--- config.mk ---
export PLATFORM = sky130hd
export DESIGN_NAME = pc_pipeline_unit
export DESIGN_NICKNAME = d
export VERILOG_FILES = /design/src/rtl/pc_pipeline_unit.sv
export SDC_FILE = /design/constraint.sdc
export NUM_CORES = 1
export LEC_CHECK = 0
export CAP_MARGIN = 30
export CORE_MARGIN = 10
export CORE_UTILIZATION = 40
export CTS_CLUSTER_DIAMETER = 150
export DETAILED_ROUTE_END_ITERATION = 6
export PLACE_DENSITY_LB_ADDON = 0.08
export SKIP_CTS_REPAIR_TIMING = 1
export SYNTH_ARGS = -nofsm -noshare
export SYNTH_HDL_FRONTEND = slang
export SYNTH_SLANG_ARGS = --single-unit
--- constraint.sdc ---
create_clock -name clk -period 2.3 [get_ports clk]
set_clock_uncertainty 0.1 [all_clocks]
set_input_delay 0.46 -clock clk [delete_from_list [all_inputs] [get_ports clk]]
set_output_delay 0.46 -clock clk [all_outputs]
set_load 0.02 [all_outputs]
--- src/rtl/pc_pipeline_unit.sv ---
// Fetch PC and FD/XB pipeline-valid state for the two-stage core.
// Picks the next fetch address and feeds PC/bubble state to the CSR unit.
module pc_pipeline_unit #(
  parameter logic [31:0] RESET_PC = 32'h0000_0000
) (
  input  logic        clk,
  input  logic        reset,
  input  logic        stall,
  input  logic        FD_branch_taken,
  input  logic [31:0] FD_branch_target,
  input  logic        FD_mret,
  input  logic        initiate_exception,
  input  logic [31:0] csr_mtvec,
  input  logic [31:0] csr_mepc,
  output logic [31:0] i_addr,
  output logic [31:0] FD_pc,
  output logic        FD_bubble,
  output logic [31:0] XB_pc,
  output logic        XB_bubble,
  output logic [31:0] nextPC,
  output logic        XB_FD_exception_instruction_misaligned
);

  logic [31:0] pc_q, pc_d;
  logic [31:0] fd_pc_q, fd_pc_d;
  logic [31:0] xb_pc_q, xb_pc_d;
  logic        fd_bubble_q, fd_bubble_d;
  logic        xb_bubble_q, xb_bubble_d;
  logic        mis_q, mis_d;

  logic fd_valid;
  logic br_taken;
  logic mis;
  logic mret;

  assign fd_valid = ~fd_bubble_q;
  assign br_taken = fd_valid & FD_branch_taken;
  assign mis      = br_taken & (|FD_branch_target[1:0]);
  assign mret     = fd_valid & FD_mret;

  assign nextPC = br_taken ? FD_branch_target : fd_pc_q + 32'd4;

  // Trap outranks stall: stall is ignored in a trap cycle.
  always_comb begin
    pc_d        = pc_q;
    fd_pc_d     = fd_pc_q;
    xb_pc_d     = xb_pc_q;
    fd_bubble_d = fd_bubble_q;
    xb_bubble_d = xb_bubble_q;
    mis_d       = mis_q;
    priority case (1'b1)
      initiate_exception: begin
        pc_d        = csr_mtvec;
        fd_pc_d     = pc_q;
        xb_pc_d     = fd_pc_q;
        fd_bubble_d = 1'b1;
        xb_bubble_d = 1'b1;
        mis_d       = 1'b0;
      end
      stall: begin
      end
      mret: begin
        pc_d        = csr_mepc;
        fd_pc_d     = pc_q;
        xb_pc_d     = fd_pc_q;
        fd_bubble_d = 1'b1;
        xb_bubble_d = fd_bubble_q;
        mis_d       = mis;
      end
      (br_taken & ~mis): begin
        pc_d        = FD_branch_target;
        fd_pc_d     = pc_q;
        xb_pc_d     = fd_pc_q;
        fd_bubble_d = 1'b1;
        xb_bubble_d = fd_bubble_q;
        mis_d       = mis;
      end
      default: begin
        pc_d        = pc_q + 32'd4;
        fd_pc_d     = pc_q;
        xb_pc_d     = fd_pc_q;
        fd_bubble_d = 1'b0;
        xb_bubble_d = fd_bubble_q;
        mis_d       = mis;
      end
    endcase
  end

  always_ff @(posedge clk) begin
    if (reset) begin
      pc_q        <= RESET_PC;
      fd_pc_q     <= 32'd0;
      xb_pc_q     <= 32'd0;
      fd_bubble_q <= 1'b1;
      xb_bubble_q <= 1'b1;
      mis_q       <= 1'b0;
    end else begin
      pc_q        <= pc_d;
      fd_pc_q     <= fd_pc_d;
      xb_pc_q     <= xb_pc_d;
      fd_bubble_q <= fd_bubble_d;
      xb_bubble_q <= xb_bubble_d;
      mis_q       <= mis_d;
    end
  end

  assign i_addr    = pc_q;
  assign FD_pc     = fd_pc_q;
  assign FD_bubble = fd_bubble_q;
  assign XB_pc     = xb_pc_q;
  assign XB_bubble = xb_bubble_q;
  assign XB_FD_exception_instruction_misaligned = mis_q;

endmodule

==> flow_summary.yaml, run 1 <==
run_status:
  status: "finished, violations left"
  violations: "setup timing"
routing:
  num_vias: 7497
  wire_per_inst_um: 20.4
  dr.first_iter.drc_count: 810
  drt-vias-per-instance: 5.59
  wirelength_mm: 27.4
  drcViolationCount: 0
  drtPass1Iterations: 5
  postRouteAntennaNets: 0
cts:
  cts.sinks: 99
  numCtsBuffers: 9
  clk_pin_slew_worst_paths_ns: 0.08
  clockRootBuffer: "clkbuf_16"
  clockBufferDepth: 2
  clk_latency_ns: 0.37
  tritoncts: "yes"
  cts_max_level: 3
cells_and_area:
  fillers: 1289
  most-common-layout-cells: "199 x nand2_1, 197 x clkdlybuf4s50_1, 149 x buf_4, 112 x a21oi_1, 83 x dfxtp_1"
  final_cell_area_sq_um: 9880
  mostFrequentLayoutCell: "nand2_1"
  layout-drive-gt1-share_pct: 22.0
  fin_util_pct: 68.0
  fin_nets: 1254
  syn2layout_area_growth_pct: 66.6
setup_path:
  crit_required_ns: 1.74
  crit_type: "register to output pin"
  crit_fanout: 7
  critPathArrivalTime_ns: 2.05
  critPathBufInv: 2
  crit_chain: "nand4_1, nor4_4, buf_6, nand4_1, xor2_1, o21ai_2, buf_6"
  critPathLaunchType: "register"
  cp-end-kind: "output pin"
  cp_top_family: "simple AND/OR/NAND/NOR gates"
  cp_slowest_cell: "dfxtp_2"
  cp_slowest_stage_delay_ns: 0.37
synth:
  ys_seq_area_share_pct: 33.4
  ys_warn_count: 0
  synth-simple-area-share_pct: 28.8
  synth_nets: 935
  synthCells: 831
  synth-compound-area-share_pct: 24.5
  synthMuxAreaShare_pct: 0.338
  synth_area_sq_um: 5930
  synthArstFlopShare_pct: 0
  synth_cell_type_count: 60
  synth_seq_cells: 99
  synthFlopType: "dfxtp_1"
  yosys.area_share.xor_xnor_pct: 5.46
  synth.avg_cell_area_sq_um: 7.14
  synth-adder-area-share_pct: 0.422
  synth_edf_count: 0
  synth_top_family_by_area: "simple AND/OR/NAND/NOR gates"
pwr:
  combPwrFrac_pct: 28.5
  internal-power_uw: 3270
  p_seq_share_pct: 38.9
  vdd_ir_drop_max_uv: 653
  p_per_area_nw_per_um2: 491
  clockPowerShare_pct: 32.6
  switching_share_pct: 32.6
  leakagePower_uw: 0.00386
  switchingPower_uw: 1580
timing:
  hold_violations: 0
  finalCriticalPeriod_ns: 2.61
  worstMarginPinSlew_ns: 0.559
  fmax_ghz: 0.382
  fin_crit_sh_pct: 114
  drv_slew: 0
  rsz0062_at_grt: "true"
  setup_viol: 22
  layout_setup_ws_ns: -0.315
  maxSlewHeadroom_pct: 62.7
grt:
  antenna_found_initial: 1
  gr-total-overflow: 0
  grt_pass1_wl_mm: 40.9
  grt_pass1_vias: 6952
  track_usage_pct: 25.7
  grt_max_degree: 67
place:
  place_congestion: 0.969
  place_ws_ns: -0.487
  placed_area_sq_um: 9360
  io_buffer_count: 232
  hpwl_mm: 21.2
die:
  die_w_um: 142
  core_sq_um: 14500
  die_area_sq_um: 20100
  pin_count: 233
  rows: 44
  start_util_pct: 40.8
  die_h_um: 142
job:
  maxCapViolations: 0
worst_hold_path:
  hp-class: "register to register"
cell families (layout without fill, tap and decap cells):
| logic type | after synthesis | after routing |
|---|---|---|
| XOR/XNOR | 37 | 37 |
| buffers and inverters | 92 | 416 |
| other | 0 | 1 |
| AO/OA/AOI/OAI | 237 | 237 |
| flip-flops | 99 | 99 |
| adder cells (fa/ha/maj) | 2 | 2 |
| multiplexers | 2 | 2 |
| AND/OR/NAND/NOR | 362 | 362 |
path summary, 6_finish.rpt:
path | from | endpoint | slack, ns | cells after the start
setup reg to reg | FD_bubble$_SDFFE_PP1N_ | i_addr[13]$_SDFFE_PP0P_ | 0.16 | 7
hold reg to reg | XB_pc[18]$_SDFFE_PP0P_ | XB_pc[18]$_SDFFE_PP0P_ | 0.35 | 2
hold / removal | XB_pc[18]$_SDFFE_PP0P_ | XB_pc[18]$_SDFFE_PP0P_ | 0.35 | 2
setup / recovery | FD_pc[6]$_SDFFE_PP0P_ | nextPC[24] | -0.31 | 7
stage by stage:
step / power, uW / hold slack (ns) / setup TNS [ns] / cells
final: 4860 / 0.351 / -4.67 / 1340
after global routing: 5030 / 0.370 / -6.65 / 1340
after CTS: 4860 / 0.353 / -19.87 / 1332
after detailed placement: 3290 / 0.342 / -16.79 / 1316
after global placement: 3280 / 0.337 / -15.68 / 1316
after floorplan: 2510 / 0.414 / 0 / 831
worst reg2reg max path, stage by stage, from the launching register on:
cell and delay [ns]:
dfxtp_2 0.36, buf_4 0.17, or4b_1 0.52, buf_4 0.19, nor2_8 0.18, a221o_1 0.17, o21ai_0 0.12, a221oi_2 0.25
area by class of cell:
| cell class | instances | area (sq um) | share of cell area (%) |
|---|---|---|---|
| Multi-Input combinational cell | 640 | 3780 | 38.3 |
| Timing Repair Buffer | 377 | 3480 | 35.2 |
| Sequential cell | 99 | 2000 | 20.3 |
| Clock buffer | 10 | 239 | 2.42 |
| Tap cell | 184 | 230 | 2.33 |
| Inverter | 23 | 86.3 | 0.874 |
| Clock inverter | 6 | 60.1 | 0.608 |
| Antenna cell | 1 | 2.50 | 0.0253 |
synthesized netlist by cell type, types with 3 or more instances:
library cell  count  area [sq um]
inv_1            23          86.3
nand2_1         201           754
a221oi_1         14           123
nor4_1           18           113
nand4_1          17           106
nand2b_1          6          37.5
buf_2            11          55.1
nor3_1           16          80.1
o31ai_1           8          60.1
o21ai_1           4          20.0
nand3_1          32           160
nor2b_1           6          37.5
nor2_1           32           120
o22ai_1           4          25.0
o21ai_0          44           220
o31a_1            9          78.8
xnor2_1          15           131
clkbuf_1         34           128
or3_1             5          31.3
buf_6             3          33.8
a211oi_1          5          37.5
buf_1            11          41.3
a221o_1           6          60.1
a21oi_1         113           566
o211ai_1          3          22.5
xor2_1           22           193
and4_1            8          70.1
buf_4             6          45.0
a31oi_1           7          43.8
and3_1            7          43.8
dfxtp_1          99          1980
power groups by stage:
stage	Sequential, uW	Clock (uW)	Combinational [uW]
after floorplan	2050	0	458
after global placement	1920	0	1360
after detailed placement	1920	0	1360
after CTS	1880	1600	1370
after global routing	1900	1660	1470
final	1890	1580	1380
routing by layer:
layer  wire (um)  track usage, %  vias up  part of all wire [%]
li1            -               -     3593                     -
met3        2590            7.21       30                   9.5
met5           0               0        -                     0
met2       12900            41.1      389                    47
met1       11400            33.3     3485                    42
met4         490            6.78        0                   1.8
registers in the layout, indices dropped and copies added (netlist names):
| signal | count |
|---|---|
| FD_bubble | 1 |
| FD_pc | 32 |
| XB_FD_exception_instruction_misaligned | 1 |
| XB_bubble | 1 |
| XB_pc | 32 |
| i_addr | 32 |
No activity file was read; power rests on OpenSTA's default activity.
==> run 2, diff against run 1 <==
--- a/config.mk
+++ b/config.mk
@@ -6,8 +6,10 @@
 export NUM_CORES = 1
 export LEC_CHECK = 0
 export CAP_MARGIN = 30
+export CELL_PAD_IN_SITES_DETAIL_PLACEMENT = 0
+export CELL_PAD_IN_SITES_GLOBAL_PLACEMENT = 1
 export CORE_MARGIN = 10
-export CORE_UTILIZATION = 40
+export CORE_UTILIZATION = 31
 export CTS_CLUSTER_DIAMETER = 150
 export DETAILED_ROUTE_END_ITERATION = 6
 export PLACE_DENSITY_LB_ADDON = 0.08
==> run 2 against run 1 <==
  * The flow still finishes with violations (setup timing)
  * Core utilization decreased by 14 points
  * Clock power hardly changed
  * Non-clock buffer count up 10
  * Via count down 2.6%
  * Global-route usage decreased by 3.5 points
  * Register-to-register slack got worse by 0.04 ns
  * Die area grew 25%
  * Combinational power is essentially flat
  * Cell area is 2.1% higher
  * Flip-flop and latch count unchanged
  * Highest routed layer is now met5
==> flow_summary.yaml, run 2 (synthesis gave the netlist of run 1 again) <==
grt:
  grt_max_degree: 67
  grt_pass1_vias: 6878
  gr-total-overflow: 0
  grt_pass1_wl_mm: 42.8
  antenna_found_initial: 3
  track_usage_pct: 22.3
routing:
  num_vias: 7305
  drtPass1Iterations: 5
  drt-vias-per-instance: 5.22
  postRouteAntennaNets: 0
  wire_per_inst_um: 20.9
  dr.first_iter.drc_count: 597
  wirelength_mm: 29.3
  drcViolationCount: 0
setup_path:
  cp_slowest_stage_delay_ns: 0.35
  cp_slowest_cell: "dfxtp_2"
  critPathArrivalTime_ns: 2.07
  cp-end-kind: "output pin"
  crit_chain: "and4_4, and4_4, buf_8, nand2_4, buf_6, or3_4, a31oi_4, buf_6"
  crit_fanout: 5
  crit_required_ns: 1.74
  crit_type: "register to output pin"
  critPathLaunchType: "register"
timing:
  whs_ns: 0.351
  maxSlewHeadroom_pct: 60.2
  fin_crit_sh_pct: 114
  layout_setup_ws_ns: -0.331
  tns_ns: -4.71
  worstMarginPinSlew_ns: 0.598
  drv_slew: 0
  fmax_ghz: 0.380
  rsz0062_at_grt: "true"
  finalCriticalPeriod_ns: 2.63
  setup_viol: 22
  hold_violations: 0
cells_and_area:
  most-common-layout-cells: "197 x clkdlybuf4s50_1, 196 x nand2_1, 155 x buf_4, 112 x a21oi_1, 86 x dfxtp_1"
  syn2layout_area_growth_pct: 70.1
  fin_nets: 1264
  fin_util_pct: 53.7
  layout-drive-gt1-share_pct: 22.7
  final_cell_area_sq_um: 10100
  mostFrequentLayoutCell: "clkdlybuf4s50_1"
job:
  maxCapViolations: 0
pwr:
  combPwrFrac_pct: 28.8
  p_seq_share_pct: 39.1
  leakagePower_uw: 0.00398
  clockPowerShare_pct: 32.2
  finalPower_uw: 4860
  switching_share_pct: 32.2
  switchingPower_uw: 1570
  internal-power_uw: 3290
  vdd_ir_drop_max_uv: 351
  p_per_area_nw_per_um2: 482
die:
  core_sq_um: 18800
  pin_count: 233
  start_util_pct: 31.6
  die_h_um: 158
  die_area_sq_um: 25100
  die_w_um: 158
  rows: 50
place:
  place_congestion: 0.885
  io_buffer_count: 232
  hpwl_mm: 22.5
  placed_area_sq_um: 9480
cts:
  cts_max_level: 3
  clk_pin_slew_worst_paths_ns: 0.08
  tritoncts: "yes"
  cts.sinks: 99
  clk_latency_ns: 0.35
  clockRootBuffer: "clkbuf_16"
  clockBufferDepth: 2
  numCtsBuffers: 9
run_status:
  status: "finished, violations left"
  violations: "setup timing"
worst_hold_path:
  hp-class: "register to register"
run 2: cell types whose count changed in the layout (fill, tap and decap cells not counted), sizes merged:
cell          previous run  this run
dlymetal6s2s             7         8
clkinv                   0         2
buf                    171       179
clkbuf                  12        14
clkinvlp                 0         1
inv                     29        25
run 2: metal layers:
metal | global-route usage (%) | routed length, um | share of wire (%)
met1 | 30.5 | 13200 | 45
met2 | 34.7 | 13600 | 46
met3 | 5.42 | 2140 | 7.3
met4 | 4.50 | 284 | 0.97
met5 | 0 | 34 | 0.12
run 2: final timing paths:
check / startpoint / end / slack [ns] / depth (start not counted)
max reg2reg: FD_bubble$_SDFFE_PP1N_ / i_addr[25]$_SDFFE_PP0P_ / 0.12 / 8
max: FD_pc[4]$_SDFFE_PP0P_ / nextPC[31] / -0.33 / 8
min reg2reg: XB_pc[26]$_SDFFE_PP0P_ / XB_pc[26]$_SDFFE_PP0P_ / 0.35 / 2
min: XB_pc[26]$_SDFFE_PP0P_ / XB_pc[26]$_SDFFE_PP0P_ / 0.35 / 2
run 2: through the flow:
stage	std cells	worst slack, ns
2_1_floorplan	831	0.00218
3_3_place_gp	1369	-0.441
3_5_place_dp	1369	-0.473
5_1_grt	1400	-0.404
4_1_cts	1385	-0.781
6_report	1400	-0.331
run 2: final cells by class:
type	instances	area, sq um
fill	1835	8680
multi-input combinational	640	3790
timing repair buffer	387	3620
sequential	99	2000
tap	234	293
clock buffer	11	253
inverter	23	86.3
clock inverter	5	42.5
antenna	1	2.50
run 2: critical path, delay by kind of cell (launching register included):
family / cells / cell delay [ns]
AND/OR/NAND/NOR: 4 / 0.85
buffers and inverters: 3 / 0.37
flip-flops: 1 / 0.35
AO/OA/AOI/OAI: 1 / 0.15
run 2: power by group through the flow:
| stage | Combinational (uW) | Clock [uW] | Sequential [uW] |
|---|---|---|---|
| 5_1_grt | 1490 | 1660 | 1910 |
| 3_3_place_gp | 1380 | 0 | 1930 |
| 2_1_floorplan | 458 | 0 | 2050 |
| 6_report | 1400 | 1560 | 1900 |
| 3_5_place_dp | 1380 | 0 | 1930 |
| 4_1_cts | 1390 | 1590 | 1900 |
